`config.mk`:
```
export PLATFORM = sky130hd
export DESIGN_NAME = instruction_fetch_flat
export DESIGN_NICKNAME = d
export VERILOG_FILES = /design/src/rtl/core_pkg.sv /design/src/rtl/instruction_fetch_if.sv /design/src/rtl/fetch_fifo.sv /design/src/rtl/instruction_fetch.sv /design/src/flat_wrapper.sv
export SDC_FILE = /design/constraint.sdc
export NUM_CORES = 1
export LEC_CHECK = 0
export CAP_MARGIN = 10
export CORE_UTILIZATION = 58
export CTS_CLUSTER_SIZE = 20
export DETAILED_ROUTE_END_ITERATION = 10
export PLACE_DENSITY = 0.95
export SKIP_LAST_GASP = 1
export SYNTH_ARGS = -nofsm -noshare
export SYNTH_HDL_FRONTEND = slang
export SYNTH_SLANG_ARGS = --single-unit
```
`constraint.sdc`:
```
create_clock -name clk -period 23.1 [get_ports clk]
set_input_delay 3.465 -clock clk [delete_from_list [all_inputs] [get_ports clk]]
set_output_delay 3.465 -clock clk [all_outputs]
set_load 0.02 [all_outputs]
```
`src/rtl/core_pkg.sv`:
```
`default_nettype none
// ============================================================================
// core_pkg : shared RV64 datapath widths, reset PC and fetch entry type
// Revision : 1.0
// ============================================================================
package core_pkg;

  localparam int XLEN       = 64;
  localparam int ILEN       = 32;
  localparam int INST_BYTES = 4;

  localparam logic [XLEN-1:0] RESET_PC_DEFAULT = 64'h0;

  typedef struct packed {
    logic [XLEN-1:0] pc;
    logic [ILEN-1:0] instruction;
  } fetch_entry_t;

  function automatic logic [XLEN-1:0] align_pc(input logic [XLEN-1:0] addr);
    return {addr[XLEN-1:2], 2'b00};
  endfunction

  // Wraps modulo 2^64 by construction.
  function automatic logic [XLEN-1:0] next_pc(input logic [XLEN-1:0] addr);
    return addr + XLEN'(INST_BYTES);
  endfunction

endpackage
`default_nettype wire

```
`src/rtl/instruction_fetch_if.sv`:
```
`default_nettype none
// ============================================================================
// instruction_fetch_if : imem request/response, redirect and decode handshakes
// Revision : 1.0
// ============================================================================
interface instruction_fetch_if;
  import core_pkg::*;

  logic            imem_req_valid;
  logic            imem_req_ready;
  logic [XLEN-1:0] imem_req_addr;
  logic            imem_rsp_valid;
  logic [ILEN-1:0] imem_rsp_data;
  logic            redirect_valid;
  logic [XLEN-1:0] redirect_pc;
  logic            inst_valid;
  logic            inst_ready;
  logic [ILEN-1:0] instruction;
  logic [XLEN-1:0] pc;

  modport master (
    output imem_req_valid, imem_req_addr, inst_valid, instruction, pc,
    input  imem_req_ready, imem_rsp_valid, imem_rsp_data,
           redirect_valid, redirect_pc, inst_ready
  );

  modport slave (
    input  imem_req_valid, imem_req_addr, inst_valid, instruction, pc,
    output imem_req_ready, imem_rsp_valid, imem_rsp_data,
           redirect_valid, redirect_pc, inst_ready
  );

endinterface
`default_nettype wire

```
`src/rtl/fetch_fifo.sv`:
```
`default_nettype none
// ============================================================================
// fetch_fifo : synchronous DEPTH-entry FIFO of {pc, instruction} with flush
// Revision : 1.0
// ============================================================================
module fetch_fifo
  import core_pkg::*;
#(
  parameter int           DEPTH       = 2,
  parameter fetch_entry_t RESET_ENTRY = '0,
  localparam int          PTR_W       = $clog2(DEPTH),
  localparam int          CNT_W       = $clog2(DEPTH + 1)
) (
  input  logic             clk,
  input  logic             reset,
  input  logic             push_i,
  input  fetch_entry_t     push_data_i,
  input  logic             pop_i,
  input  logic             flush_i,
  output fetch_entry_t     head_o,
  output logic [CNT_W-1:0] count_o,
  output logic             empty_o
);

  fetch_entry_t     mem_q [DEPTH];
  logic [PTR_W-1:0] wr_ptr_q, wr_ptr_d;
  logic [PTR_W-1:0] rd_ptr_q, rd_ptr_d;
  logic [CNT_W-1:0] count_q, count_d;
  logic             push_en;
  logic             pop_en;

  assign empty_o = (count_q == '0);
  assign count_o = count_q;
  assign head_o  = mem_q[rd_ptr_q];

  always_comb begin
    push_en  = push_i && !flush_i;
    pop_en   = pop_i && !flush_i && !empty_o;
    wr_ptr_d = wr_ptr_q;
    rd_ptr_d = rd_ptr_q;
    count_d  = count_q;
    if (flush_i) begin
      wr_ptr_d = '0;
      rd_ptr_d = '0;
      count_d  = '0;
    end else begin
      if (push_en) wr_ptr_d = wr_ptr_q + PTR_W'(1);
      if (pop_en)  rd_ptr_d = rd_ptr_q + PTR_W'(1);
      count_d = count_q + CNT_W'(push_en) - CNT_W'(pop_en);
    end
  end

  // Storage is reset so the head reads RESET_ENTRY out of reset.
  always_ff @(posedge clk) begin
    if (reset) begin
      wr_ptr_q <= '0;
      rd_ptr_q <= '0;
      count_q  <= '0;
      for (int i = 0; i < DEPTH; i++) mem_q[i] <= RESET_ENTRY;
    end else begin
      wr_ptr_q <= wr_ptr_d;
      rd_ptr_q <= rd_ptr_d;
      count_q  <= count_d;
      if (push_en) mem_q[wr_ptr_q] <= push_data_i;
    end
  end

endmodule
`default_nettype wire

```
`src/rtl/instruction_fetch.sv`:
```
`default_nettype none
// ============================================================================
// instruction_fetch : RV64 fetch PC, credit-limited imem requests, response
//                     FIFO and single-cycle redirect flush
// Revision : 1.0
// ============================================================================
module instruction_fetch
  import core_pkg::*;
#(
  parameter logic [XLEN-1:0] RESET_PC = RESET_PC_DEFAULT,
  parameter int              DEPTH    = 2
) (
  input  logic                clk,
  input  logic                reset,
  instruction_fetch_if.master bus
);

  localparam int           CNT_W       = $clog2(DEPTH + 1);
  localparam fetch_entry_t RESET_ENTRY = '{pc: RESET_PC, instruction: '0};

  logic [XLEN-1:0]  fetch_pc_q, fetch_pc_d;
  logic [XLEN-1:0]  rsp_pc_q, rsp_pc_d;
  logic [CNT_W-1:0] outstanding_q, outstanding_d;
  logic [CNT_W-1:0] drop_cnt_q, drop_cnt_d;

  fetch_entry_t     fifo_head;
  fetch_entry_t     push_entry;
  logic [CNT_W-1:0] fifo_count;
  logic             fifo_empty;
  logic             inst_valid;
  logic             push;
  logic             pop;
  logic             req_valid;
  logic             req_fire;
  logic [CNT_W:0]   inflight;

  fetch_fifo #(
    .DEPTH       (DEPTH),
    .RESET_ENTRY (RESET_ENTRY)
  ) u_fifo (
    .clk         (clk),
    .reset       (reset),
    .push_i      (push),
    .push_data_i (push_entry),
    .pop_i       (pop),
    .flush_i     (bus.redirect_valid),
    .head_o      (fifo_head),
    .count_o     (fifo_count),
    .empty_o     (fifo_empty)
  );

  // A slot freed by this cycle's pop is reusable immediately, which is what
  // sustains one instruction per cycle with DEPTH=2 and 1-cycle memory.
  always_comb begin
    inst_valid = !fifo_empty && !bus.redirect_valid;
    pop        = inst_valid && bus.inst_ready;
    inflight   = {1'b0, fifo_count} + {1'b0, outstanding_q} - (CNT_W+1)'(pop);
    req_valid  = !reset && !bus.redirect_valid && (inflight < (CNT_W+1)'(DEPTH));
    req_fire   = req_valid && bus.imem_req_ready;
    push       = bus.imem_rsp_valid && !bus.redirect_valid && (drop_cnt_q == '0);
    push_entry = '{pc: rsp_pc_q, instruction: bus.imem_rsp_data};
  end

  always_comb begin
    fetch_pc_d    = fetch_pc_q;
    rsp_pc_d      = rsp_pc_q;
    drop_cnt_d    = drop_cnt_q;
    outstanding_d = outstanding_q + CNT_W'(req_fire) - CNT_W'(bus.imem_rsp_valid);
    if (bus.redirect_valid) begin
      // Everything still owed after this cycle belongs to the wrong path.
      fetch_pc_d = align_pc(bus.redirect_pc);
      rsp_pc_d   = align_pc(bus.redirect_pc);
      drop_cnt_d = outstanding_q - CNT_W'(bus.imem_rsp_valid);
    end else begin
      if (req_fire) fetch_pc_d = next_pc(fetch_pc_q);
      if (push)     rsp_pc_d   = next_pc(rsp_pc_q);
      if (bus.imem_rsp_valid && (drop_cnt_q != '0)) drop_cnt_d = drop_cnt_q - CNT_W'(1);
    end
  end

  always_ff @(posedge clk) begin
    if (reset) begin
      fetch_pc_q    <= RESET_PC;
      rsp_pc_q      <= RESET_PC;
      outstanding_q <= '0;
      drop_cnt_q    <= '0;
    end else begin
      fetch_pc_q    <= fetch_pc_d;
      rsp_pc_q      <= rsp_pc_d;
      outstanding_q <= outstanding_d;
      drop_cnt_q    <= drop_cnt_d;
    end
  end

  assign bus.imem_req_valid = req_valid;
  assign bus.imem_req_addr  = fetch_pc_q;
  assign bus.inst_valid     = inst_valid;
  assign bus.instruction    = fifo_head.instruction;
  assign bus.pc             = fifo_head.pc;

endmodule
`default_nettype wire

```
`src/flat_wrapper.sv`:
```
// flat-port wrapper written by rule: the top's interface ports become plain ports
module instruction_fetch_flat import core_pkg::*;
#(
  parameter logic [XLEN-1:0] RESET_PC = RESET_PC_DEFAULT,
  parameter int              DEPTH    = 2
)
  (clk, reset, bus_imem_req_valid, bus_imem_req_addr, bus_inst_valid, bus_instruction, bus_pc, bus_imem_req_ready, bus_imem_rsp_valid, bus_imem_rsp_data, bus_redirect_valid, bus_redirect_pc, bus_inst_ready);
  instruction_fetch_if bus_i ();
  input  logic clk;
  input  logic reset;
  output wire logic [$bits(bus_i.imem_req_valid)-1:0] bus_imem_req_valid;
  output wire logic [$bits(bus_i.imem_req_addr)-1:0] bus_imem_req_addr;
  output wire logic [$bits(bus_i.inst_valid)-1:0] bus_inst_valid;
  output wire logic [$bits(bus_i.instruction)-1:0] bus_instruction;
  output wire logic [$bits(bus_i.pc)-1:0] bus_pc;
  input wire logic [$bits(bus_i.imem_req_ready)-1:0] bus_imem_req_ready;
  input wire logic [$bits(bus_i.imem_rsp_valid)-1:0] bus_imem_rsp_valid;
  input wire logic [$bits(bus_i.imem_rsp_data)-1:0] bus_imem_rsp_data;
  input wire logic [$bits(bus_i.redirect_valid)-1:0] bus_redirect_valid;
  input wire logic [$bits(bus_i.redirect_pc)-1:0] bus_redirect_pc;
  input wire logic [$bits(bus_i.inst_ready)-1:0] bus_inst_ready;
  assign bus_imem_req_valid = bus_i.imem_req_valid;
  assign bus_imem_req_addr = bus_i.imem_req_addr;
  assign bus_inst_valid = bus_i.inst_valid;
  assign bus_instruction = bus_i.instruction;
  assign bus_pc = bus_i.pc;
  assign bus_i.imem_req_ready = bus_imem_req_ready;
  assign bus_i.imem_rsp_valid = bus_imem_rsp_valid;
  assign bus_i.imem_rsp_data = bus_imem_rsp_data;
  assign bus_i.redirect_valid = bus_redirect_valid;
  assign bus_i.redirect_pc = bus_redirect_pc;
  assign bus_i.inst_ready = bus_inst_ready;
  instruction_fetch #(.RESET_PC(RESET_PC), .DEPTH(DEPTH)) u_core (.clk(clk), .reset(reset), .bus(bus_i));
endmodule
```
==> results of run 1 <==
## final timing paths
path / end / slack, ps / cells past startpoint
hold reg to reg: u_core.u_fifo.rd_ptr_q / 540 / 2
setup reg to reg: u_core.bus.imem_req_addr[60] / 19180 / 14
setup / recovery: bus_imem_req_valid / 13640 / 8
hold / removal: u_core.u_fifo.rd_ptr_q / 540 / 2
## logic make-up after synthesis
| kind of cell | count (synthesis) | share of synthesized area (%) |
|---|---|---|
| fa+ha+maj | 10 | 0.834 |
| simple gates | 655 | 23.3 |
| xor+xnor | 44 | 2.42 |
| flops | 321 | 52.2 |
| other cells | 1 | 0.0236 |
| buf+inv | 122 | 3.05 |
| compound gates | 256 | 11.2 |
| mux | 98 | 6.93 |
## where the power goes
group | internal (mW) | leakage [nW] | total, mW | switching (mW)
logic | 0.0848 | 3.28 | 0.190 | 0.106
registers | 0.641 | 3.06 | 0.675 | 0.0335
clock network | 0.326 | 0.561 | 0.551 | 0.226
total | 1.05 | 6.90 | 1.42 | 0.365
## metrics by stage
stage	worst slack, ps	hold slack, ps	area, µm²
finish	13640	536	19800
global route	13580	555	19800
CTS	13680	534	19800
detailed placement	13690	519	18700
global placement	13690	499	18700
floorplan	11390	481	15900
## registers in the layout, summed over array words and instances, names as in the netlist, named ones only
register                  cells
u_core.u_fifo.mem_q         188
u_core.bus.imem_req_addr     62
u_core.rsp_pc_q              62
u_core.drop_cnt_q             2
u_core.outstanding_q          2
u_core.u_fifo.count_o         2
u_core.u_fifo.rd_ptr_q        1
u_core.u_fifo.wr_ptr_q        1
## layout by cell type (no fill, tap or decap), types with 16 or more instances in the layout
master and instances:
o21ai_0 39, or4_1 24, nand4_1 60, nand3_1 71
o21a_1 24, and2_1 196, nor4_1 25, xor2_1 25
and4_1 17, inv_1 21, a21oi_1 24, clkbuf_16 37
xnor2_1 19, dfxtp_1 132, clkdlybuf4s50_1 255, nor2_1 76
a31oi_1 46, mux2_2 97, edfxtp_1 188, buf_4 16
and3_1 19, nor3_1 35, nand2_1 83, a211oi_1 22
o31a_1 25, or3_1 21
## layout make-up
type / count / area, µm² / share of cell area, %
sequential: 321 / 8310 / 42.0
multi-input combinational: 1067 / 7140 / 36.1
timing repair buffer: 275 / 2700 / 13.6
clock buffer: 46 / 990 / 5.00
tap: 341 / 427 / 2.15
clock inverter: 18 / 150 / 0.758
inverter: 23 / 87.6 / 0.442
## metal layers
layer  vias to the layer above  wire (µm)  global-route usage [%]
met3                       152       4850                    6.05
met2                       908      20800                    50.9
li1                       6076          -                       -
met5                         -          0                       0
met4                         0       1860                    11.6
met1                      6433      18300                    43.4
## critical path: stages
cell and delay (ps):
clkdlybuf4s50_1 460, and2_1 170, ha_1 270, nand2b_1 160
fa_1 420, xor2_1 210, and3_1 220, clkdlybuf4s50_1 630
==> results.md, run 1 <==
* Run status: finished clean
* Maxcap violations at 0
* CTS clk-pin slew, worst paths at 60 ps
* Die Span Y at between 150 and 200 µm
* CTS resizes at 0
* Fmax achieved at 106 MHz
* CTS Buffer Depth at 3
* Initial antenna violation count at 0
* Slew @ Worst Pin at between 1000 and 1500 ps
* Count leader, synth: and2_1
* Main flop type after synthesis: edfxtp_1
* Final hold vios at 0
* 1st-iter DRT viols at roughly 1.7k
* Vias in the first global route at 12.8k
* Grt ovf at 0
* Crit path from: bus_inst_ready
* WL final at ~46,000 µm
* # port buffers at 257
* Final setup fails at 0
* Worst-Skew Late Latency at approximately 520 ps
* Period utilisation layout at 41.0%
* Post-route minimum period at about 9500 ps
* Post-CTS setup buffers at 0
* Leakage dissipation at a little under 7 nW
* Critical path class: in -> out
* Detail Placement HPWL at slightly above 30,000 µm
* # fillers at around 1.8k
* CTS tree: done
* Yosys top cell area share at approximately 35%
* Peak supply drop at between 0.00005 and 0.00006 V
* Core ar. at around 27,000 µm²
* Distinct cells, synth at 66
* Commonest cells post-synth: and2_1, edfxtp_1, dfxtp_1
* Non-Filler Instances at roughly 2.1k
* Hold-fix buffers, CTS at 0
* Diodes inserted at 0
* DRC violations left at 0
* Avg Cell Area, Syn at roughly 11 µm²
* Avg WL per Cell at around 22 µm
* Worst Hold Launch: u_core.u_fifo.rd_ptr_q
* Largest fanout on the critical path at 2
* Critical Path End Type: output pin
* Routed via count at around 14k
* Fin. max-slew vios at 0
* Post-route setup TNS at 0 ps
* Vias per cell at about 6.5
* Root Buffer: clkbuf_16
* Sequential share of the synthesized area at about 52%
* Row cnt at 60
* Synth area leader: edfxtp_1
* Cts bufs inserted at 35
* Worst min-delay path class: reg -> reg
* Top post-synthesis cells by area: edfxtp_1, dfxtp_1, and2_1, mux2_2, nand4_1
* Area grow syn2layout at 24.5%
* Critical Path RT at about 20,000 ps
* Placer Congestion at 0.932
* Flops & latches, synth at 321
* Worst setup SP type: primary input
* Synthesized instance count at around 1.5k
* Clock sink total at approximately 320
* Ys async rst share at 0%
* Fin nets at about 1.8k
* Relative slew slack at between 10% and 20%
* Pwr/cell area at roughly 70 nW/µm²
* Yosys warning total at 0
* Die Span X at 168 µm
* First-pass GRT wire length at roughly 70,000 µm
* Inst Count DP at roughly 2.0k
* Ports at between 200 and 300
* Power, Total at between 1 and 1.5 mW
* Mapped cell area at roughly 16,000 µm²
* CP Data Arrival Time at around 6000 ps
* Post-layout util at roughly three quarters
* Largest net degree at the start of global routing at ~110
* Ratio of cells with drive above 1 in the final layout at 10.7%
* Die footprint at 28,100 µm²
* Initial core utilization at between 50% and 60%
* RSZ-0062 raised after global routing: false
* Origin of the critical flop-to-flop path: u_core.u_fifo.count_o[1]
* Setup Skew at approximately 23 ps
* All-Layer GR Usage at between 30% and 40%
* Post-synth EDFFs at about 190
* DRT antenna net count at 0
* TritonRoute pass-1 iters at 6
* H-tree depth at 2
No activity file was read; power rests on OpenSTA's default activity.
==> inputs of run 2 (changes only) <==
Settings changed: CORE_UTILIZATION 58 to 49, PLACE_DENSITY 0.95 to 0.87.
Clock period 23.1 ns to 8 ns, I/O delays scaled along.
==> run 2 against run 1 <==
Via count fell by 2.2%. Hold slack got worse by 3.7 ps. Clock-buffer cell count fell by 4. First-iteration DRC count fell by 24%.
==> results.md, run 2 (synthesized netlist as in run 1, its figures left out) <==
* Run status: finished clean
* Avg WL per Cell at 21.2 µm (-3.4%)
* Final setup fails at 0 (unchanged)
* TritonRoute pass-1 iters at 5 (-1)
* Cells on worst reg2reg path at 14 (unchanged)
* Period utilisation layout at 62.2%
* Critical path class: in -> out
* Origin of the critical flop-to-flop path: u_core.u_fifo.count_o[0]
* Relative slew slack at 16.9% (-2.2 points)
* Reg-to-reg endpoint: u_core.bus.imem_req_addr[54]
* Biggest register: u_core.u_fifo.mem_q
* First-pass GRT wire length at 69,300 µm (-1.4%)
* Fin nets at 1,832 (-0.16%)
* Clock Power Share at 38.4% (-0.5 points)
* RSZ-0062 raised after global routing: false
* Met3 wire len at 4740 µm (-2.1%)
* Initial core utilization at 50.1% (-8.9 points)
* Critical Path End Type: output pin
* CTS resizes at 0 (unchanged)
* Met2 WL at 20,200 µm (-3.3%)
* CTS Buffer Depth at 3 (unchanged)
* Maxcap violations at 0 (unchanged)
* PnR worst setup slack at 3020 ps (-10,620 ps)
* Worst hold slack at 533 ps (-3.67 ps)
* M1 WL at 19,000 µm (+3.9%)
* Post-CTS setup buffers at 0 (unchanged)
* Worst-Skew Late Latency at 530 ps (about the same)
* DRC violations left at 0 (unchanged)
* Peak supply drop at 0.000132 V (+150%)
* Comb power frac at 13.5% (about the same)
* Vias per cell at 6.18 (-4.8%)
* All-Layer GR Usage at 26.6% (-5.3 points)
* CTS clk-pin slew, worst paths at 60 ps (about the same)
* 1st-iter DRT viols at 1,292 (-24%)
* Root Buffer: clkbuf_16
* Largest register FFs at 188 (unchanged)
* H-tree depth at 2 (unchanged)
* Max layer used: met4
* Setup Skew at 19.0 ps (-3.78 ps)
* Pwr/cell area at 204 nW/µm² (+190%)
* Die Span Y at 182 µm (+8.7%)
* CTS tree: done
* Worst setup SP type: primary input
* Fmax achieved at approximately 200 MHz
* Core ar. at 31,700 µm² (+18%)
* Most frequent cells in the layout: clkdlybuf4s50_1, and2_1, edfxtp_1
* Hold path depth at 2 (unchanged)
* Cts bufs inserted at 35 (unchanged)
* Sequential Power Share at 48.1% (+0.5 points)
* Hold-fix buffers, CTS at 0 (unchanged)
* Post-route minimum period at between 4000 and 5000 ps
* Post-route setup TNS at 0 ps (unchanged)
* Pint at 2.98 mW (+180%)
* Detail Placement HPWL at 31,000 µm (+1.4%)
* Switch share at 26.5% (+0.74 points)
* Die footprint at 33,200 µm² (+18%)
* # port buffers at 257 (unchanged)
* Placer Congestion at 0.922 (-1.1%)
* # fillers at 2,498 (+39%)
* Largest fanout on the critical path at 2 (unchanged)
* Switching power at 1.07 mW (+190%)
* Worst R2R Setup Slack at 3930 ps (-15,250 ps)
* WL final at 45,500 µm (-0.77%)
* Final hold vios at 0 (unchanged)
* Critical Path RT at 6800 ps (-12,840 ps)
* Clock sink total at 321 (unchanged)
* Hold EP: u_core.bus.imem_req_addr[3]
* CP Data Arrival Time at 3780 ps (-2210 ps)
* Leading cell type in the layout, fill and taps excluded: clkdlybuf4s50_1
* Worst Hold Launch: u_core.bus.imem_req_addr[3]
* Ratio of cells with drive above 1 in the final layout at 10.6% (-0.090 points)
* Vias in the first global route at 12.5k (-2.7%)
* Die Span X at 182 µm (+8.7%)
* Ports at 264 (unchanged)
* DRT antenna net count at 0 (unchanged)
* Area grow syn2layout at 24.6% (about the same)
* Routed via count at 13.3k (-2.2%)
* Worst slack, placed at 2840 ps (-10,860 ps)
* Diodes inserted at 0 (unchanged)
* Leakage dissipation at 6.86 nW (-0.60%)
* Initial antenna violation count at 0 (unchanged)
* Fin. max-slew vios at 0 (unchanged)
* Largest net degree at the start of global routing at 100 (-12%)
* Grt ovf at 0 (unchanged)
* Worst min-delay path class: reg -> reg
* Row cnt at 65 (+8.3%)
* Slew @ Worst Pin at 1240 ps (+33.2 ps)
[run 2: cell types whose count changed in the layout (fill, tap and decap cells not counted), sizes merged]
cell / before / now
clkinvlp: 1 / 3
bufinv: 2 / 1
buf: 18 / 17
clkinv: 16 / 17
clkbuf: 48 / 42
inv: 22 / 23
[run 2: power groups by stage]
stage	Combinational [mW]	Clock (mW)	Sequential, mW
after detailed placement	0.541	0	1.98
after floorplan	0.278	0	1.97
after CTS	0.546	1.58	1.94
after global routing	0.580	1.63	1.96
final	0.548	1.56	1.95
after global placement	0.531	0	1.97
[run 2: final cells by class]
| class | count | area [µm²] | area share, % |
|---|---|---|---|
| flip-flops and latches | 321 | 8310 | 41.9 |
| well taps | 402 | 503 | 2.54 |
| clock inverters | 21 | 153 | 0.770 |
| clock buffers | 42 | 943 | 4.76 |
| inverters | 23 | 87.6 | 0.442 |
| multi-input cells | 1067 | 7140 | 36.1 |
| repair buffers | 272 | 2680 | 13.5 |
[run 2: how the worst max path moves through the flow]
stage | from | to | slack (ps) | cells after the start
2_1_floorplan | bus_redirect_valid | u_core.u_fifo.mem_q[0][0] | 1090 | 6
3_3_place_gp | bus_inst_ready | u_core.bus.imem_req_addr[54] | 2880 | 13
3_5_place_dp | bus_inst_ready | u_core.bus.imem_req_addr[54] | 2840 | 13
4_1_cts | bus_inst_ready | bus_imem_req_valid | 3050 | 8
5_1_grt | bus_inst_ready | bus_imem_req_valid | 2990 | 8
6_report | bus_inst_ready | bus_imem_req_valid | 3020 | 8
[run 2: critical path, cell delays in order]
cell             delay [ps]
clkdlybuf4s50_1         460
and2_1                  170
ha_1                    260
nand2b_1                150
fa_1                    420
xor2_1                  230
and3_1                  250
clkdlybuf4s50_1         640
[run 2: routing by layer]
layer,global-route usage [%],up-vias
li1,-,6057
met1,37.4,6391
met2,41.0,719
met3,4.87,104
met4,10.1,0
met5,0,-
[run 2: stage by stage]
step / total power, mW / cells / instance area, µm² / utilization, %
after global placement: 2.50 / 2085 / 18700 / 59.0
after detailed placement: 2.52 / 2085 / 18700 / 59.0
after global routing: 4.17 / 2148 / 19800 / 62.5
after CTS: 4.06 / 2148 / 19800 / 62.5
final: 4.05 / 2148 / 19800 / 62.5
after floorplan: 2.25 / 1510 / 15900 / -
==> RTL change 1, RTL diff (settings of run 2) <==
Change the package constant `XLEN` from 64 to 60.
--- a/src/rtl/core_pkg.sv
+++ b/src/rtl/core_pkg.sv
@@ -5,7 +5,7 @@
 // ============================================================================
 package core_pkg;
 
-  localparam int XLEN       = 64;
+  localparam int XLEN       = 60;
   localparam int ILEN       = 32;
   localparam int INST_BYTES = 4;
 
Ports: changed (resized bus_imem_req_addr, bus_pc and bus_redirect_pc); port bits go from 264 to 252. No check against the original RTL was run, so the function may have changed too.
==> RTL change 1 against run 2 <==
- wire length down 7.5%
- sequential cell count down 16
- total power down 1.7%
- count of clock-buffer cells in the layout up 10
- cell count down 3.8%
- area after synthesis down 3.7%
- clock skew down 4.1 ps
- non-clock buffer count down 13
- worst setup slack worse by 320 ps
- core utilization about the same
- die area down 3.6%
- cell area down 3.4%
- critical endpoint unchanged
- largest power group unchanged
==> RTL change 1: results (changes against run 2) <==
Status = finished clean
Final Wtd Congestion = 0.950 (+3.1%)
Yosys cell types = 69 (+4.5%)
Layout Nets = 1753 (-4.3%)
Initial antenna violation count = 1 (+1)
Seq/Total Area, Yosys = 51.6% (-0.62 points)
Register with the most flip-flops = u_core.u_fifo.mem_q
Clock Latency Late Sink = 500 ps (-30 ps)
Global Route Usage Sum = 25.9% (-0.75 points)
Largest area contributor in the synthesized netlist = edfxtp_1
Slew headroom = 18.4% (+1.5 points)
Port bufs = 245 (-4.7%)
DRT iter0 DRCs = 1110 (-14%)
Critical path origin = bus_redirect_valid
Largest net degree at the start of global routing = 92 (-8.0%)
Switch share = 25.4% (-1.1 points)
Synth cell count leaders = and2_1 (180), edfxtp_1 (180), dfxtp_1 (125), mux2_2 (94), nand2_1 (94)
Max rail drop VDD = 0.122 mV (-7.8%)
Hpwl dp = 28700 um (-7.4%)
R2R depth = 11 (-3)
EDFF count, synth = 180 (-4.3%)
Total CTS buffers = 34 (-2.9%)
Max reg flops = 180 (-4.3%)
Vias = 12491 (-5.9%)
R2R Path Start = u_core.u_fifo.count_o[1]
Crit Path Max Fanout = 33 (+31)
Critical path arrival = 4100 ps (+320 ps)
Combinational Power Share = 13.7% (+0.2 points)
Hold slack = 528 ps (-4.09 ps)
HP Start = u_core.bus.imem_req_addr[59]
Delay of the slowest critical-path stage = 620 ps (-20 ps)
Seq. pwr = 1850 uW (-5%)
Pwr/cell area = 208 nW/um2 (+1.8%)
Hold Path Class = flip-flop to flip-flop
Static Leak = 0.00675 uW (-1.7%)
Synth area leaders = edfxtp_1 (35%), dfxtp_1 (16%), and2_1 (7.4%), mux2_2 (6.9%), nand2_1 (2.3%)
Global-route wire length before repair = 64700 um (-6.5%)
Reg2Reg Setup Slack = 4120 ps (+190 ps)
Reg2reg end = u_core.bus.imem_req_addr[22]
Layout cells sized above 1 = 11.6% (+0.96 points)
Clock Skews = 14.9 ps (-4.06 ps)
Hold Path Sink = u_core.bus.imem_req_addr[59]
Post-Route WL = 42100 um (-7.5%)
==> RTL change 1: changes by cell type after synthesis, sizes merged, moves of 9 or more <==
cell | before | now
inv | 22 | 33
nand2 | 83 | 94
and2 | 196 | 184
o31a | 25 | 16
nand3 | 71 | 54
nor3 | 35 | 23
o21ai | 40 | 30
nor4 | 28 | 37
buf | 22 | 13
a31oi | 46 | 33
==> RTL change 1: final cells by class <==
| type | count | area [um2] |
|---|---|---|
| Sequential cell | 305 | 7910 |
| Clock inverter | 9 | 96.3 |
| Timing Repair Buffer | 259 | 2550 |
| Clock buffer | 52 | 1050 |
| Fill cell | 2412 | 11500 |
| Multi-Input combinational cell | 1012 | 6920 |
| Tap cell | 396 | 495 |
| Inverter | 33 | 125 |
| Antenna cell | 1 | 2.50 |
==> RTL change 1: worst max-delay path: cells and delay by family <==
family,cells,cell delay (ps)
fa+ha+maj,2,690
simple gates,4,810
xor+xnor,1,250
buf+inv,2,1140
==> RTL change 1: logic make-up after synthesis <==
family                     share of synthesized area, %
other                                            0.0245
and+or+nand+nor                                    23.7
xor gates and xnor gates                           2.57
DFF                                                51.6
AOI/OAI and AO/OA                                  10.5
adders and majority gates                         0.866
muxes                                              7.30
buffers and inverters                              3.43
==> RTL change 1: metrics by stage <==
step / setup slack, ps / util [%] / area, um2 / std cells
global route: 2570 / 62.4 / 19100 / 2066
floorplan: 1590 / - / 15300 / 1439
CTS: 2730 / 62.4 / 19100 / 2066
global placement: 2880 / 58.7 / 18000 / 2005
finish: 2700 / 62.4 / 19100 / 2067
detailed placement: 2770 / 58.7 / 18000 / 2005
==> RTL change 1: per-layer routing <==
layer	routed length (um)	track usage, %
met3	3750	5.00
met1	18200	35.4
met5	0	0
met4	1170	8.83
met2	19100	40.9
==> RTL change 2, RTL diff (flow settings as in run 2) <==
Without the edit above. Reset style: asynchronous (`reset`), changed in 2 clocked blocks.
--- a/src/rtl/fetch_fifo.sv
+++ b/src/rtl/fetch_fifo.sv
@@ -51,7 +51,7 @@
   end
 
   // Storage is reset so the head reads RESET_ENTRY out of reset.
-  always_ff @(posedge clk) begin
+  always_ff @(posedge clk or posedge reset) begin
     if (reset) begin
       wr_ptr_q <= '0;
       rd_ptr_q <= '0;
--- a/src/rtl/instruction_fetch.sv
+++ b/src/rtl/instruction_fetch.sv
@@ -78,7 +78,7 @@
     end
   end
 
-  always_ff @(posedge clk) begin
+  always_ff @(posedge clk or posedge reset) begin
     if (reset) begin
       fetch_pc_q    <= RESET_PC;
       rsp_pc_q      <= RESET_PC;
Function: differs if reset is asserted again (counterexample within 4 cycles, from zero or initial values and one cycle with reset high); with reset held inactive, the same outputs for 4 cycles.
==> RTL change 2 against run 2 <==
- worst setup slack got worse by 400 ps
- sequential cell count shrank 1
- die area increased by 1.7%
- wire length is 2.4% higher
- via count decreased by 1.8%
- count of clock-buffer cells in the layout up 12
- global-route usage up 0.96 points
- cell area rose by 2.7%
- critical path depth increased by 2
- area after synthesis rose by 1.7%
Power is not compared: it rests on default switching activity, and its combinational part moved more than twofold at a synthesized area within 25%.
==> RTL change 2: results (changes against run 2) <==
DRT iter0 DRCs = 1120 (-13%)
Seq/Total Area, Yosys = 49.5% (-2.7 points)
Port bufs = 257 (unchanged)
Hold slack = 476 ps (-57.0 ps)
DRT met1 WL = 18700 um (-1.9%)
Clock Skews = 14.7 ps (-4.30 ps)
Placement Setup Slack = 2550 ps (-288 ps)
Largest net degree at the start of global routing = 165 (+65%)
Clock Latency Late Sink = 510 ps (-20 ps)
Vias per inst = 6.11 (-1.1%)
Mux cell area share after synthesis = 21.7% (+15 points)
Met1 Resource Use GR = 35.4% (-1.9 points)
Post-Route WL = 46600 um (+2.4%)
Synth area leaders = dfrtp_1 (49%), mux2_2 (21%), nand4_1 (2.9%), xnor2_1 (2.3%), nand2_1 (2.1%)
Status = finished clean
Initial antenna violation count = 1 (+1)
Layout cells sized above 1 = 23.4% (+13 points)
Top sig layer = met5
Wire length on met2 = 22400 um (+11%)
Pre-antenna DRT Iters = 7 (+2)
Layout Nets = 1777 (-3.0%)
Met2 usage = 45.9% (+4.9 points)
Largest family of logic cells by synthesized area = multiplexers
Met3 Resource Use GR = 6.74% (+1.9 points)
Post-synth ARST share = 100% (+100 points)
Crit Path Max Fanout = 33 (+31)
Global Route Usage Sum = 27.6% (+0.96 points)
Critical path arrival = 4180 ps (+400 ps)
Synth Flop Type = dfrtp_1
Crit path time final = 5380 ps (+403 ps)
WL met3 = 4090 um (-14%)
Global-route wire length before repair = 73000 um (+5.4%)
Synth Area in XOR/XNOR = 3.36% (+0.93 points)
Hpwl dp = 31800 um (+2.9%)
Adder-cell area share of the yosys netlist = 0.820% (-0.014 points)
Final Non-Filler Cells = 2132 (-0.74%)
Final Wtd Congestion = 0.895 (-2.9%)
Post-synthesis compound-gate area fraction = 6.16% (-5.1 points)
Filler cells = 2473 (-1.0%)
Vias in the first global route = 13117 (+5.2%)
Placed cell area = 19200 um2 (+2.3%)
Post-Synthesis Cells = 1430 (-5.1%)
Reg2Reg Setup Slack = 3730 ps (-200 ps)
Yosys cell types = 59 (-11%)
==> RTL change 2: power groups by stage <==
stage	Sequential, uW	Combinational, uW	Clock [uW]
2_1_floorplan	2420	1410	0
3_3_place_gp	2440	2270	0
3_5_place_dp	2490	2320	0
4_1_cts	2470	2350	1670
5_1_grt	2540	2480	1740
6_report	2480	2330	1650
==> RTL change 2: path summary, 6_finish.rpt <==
kind | cells after the start | from | to
setup reg to reg | 12 | u_core.u_fifo.count_o[0] | u_core.bus.imem_req_addr[38]
min in group asynchronous | 2 | reset | u_core.outstanding_q[0]
hold / removal | 2 | u_core.u_fifo.mem_q[74] | u_core.u_fifo.mem_q[74]
hold reg to reg | 2 | u_core.u_fifo.mem_q[74] | u_core.u_fifo.mem_q[74]
max in group asynchronous | 3 | reset | u_core.u_fifo.mem_q[160]
setup / recovery | 10 | bus_redirect_valid | bus_imem_req_valid
==> RTL change 2: final cells by class <==
type | instances | area, um2 | area share [%]
Inverter | 28 | 110 | 0.541
Clock inverter | 8 | 92.6 | 0.455
Clock buffer | 54 | 1090 | 5.36
Multi-Input combinational cell | 1004 | 7760 | 38.2
Timing Repair Buffer | 276 | 2720 | 13.4
Sequential cell | 320 | 8010 | 39.4
Tap cell | 442 | 553 | 2.72
==> RTL change 2: worst max-delay path, cell delays in order <==
cell             delay [ps]
buf_2                   510
nor2_1                  150
nand2_1                 170
inv_1                    60
ha_1                    270
nand2b_1                160
fa_1                    390
xnor2_1                 270
nor4b_1                 300
clkdlybuf4s50_1         690
==> RTL change 2: cell families after synthesis <==
logic type,count (synthesis)
DFF,320
adders and majority gates,10
xor gates and xnor gates,62
and+or+nand+nor,465
muxes,313
AOI/OAI and AO/OA,150
buffers and inverters,109
other,1
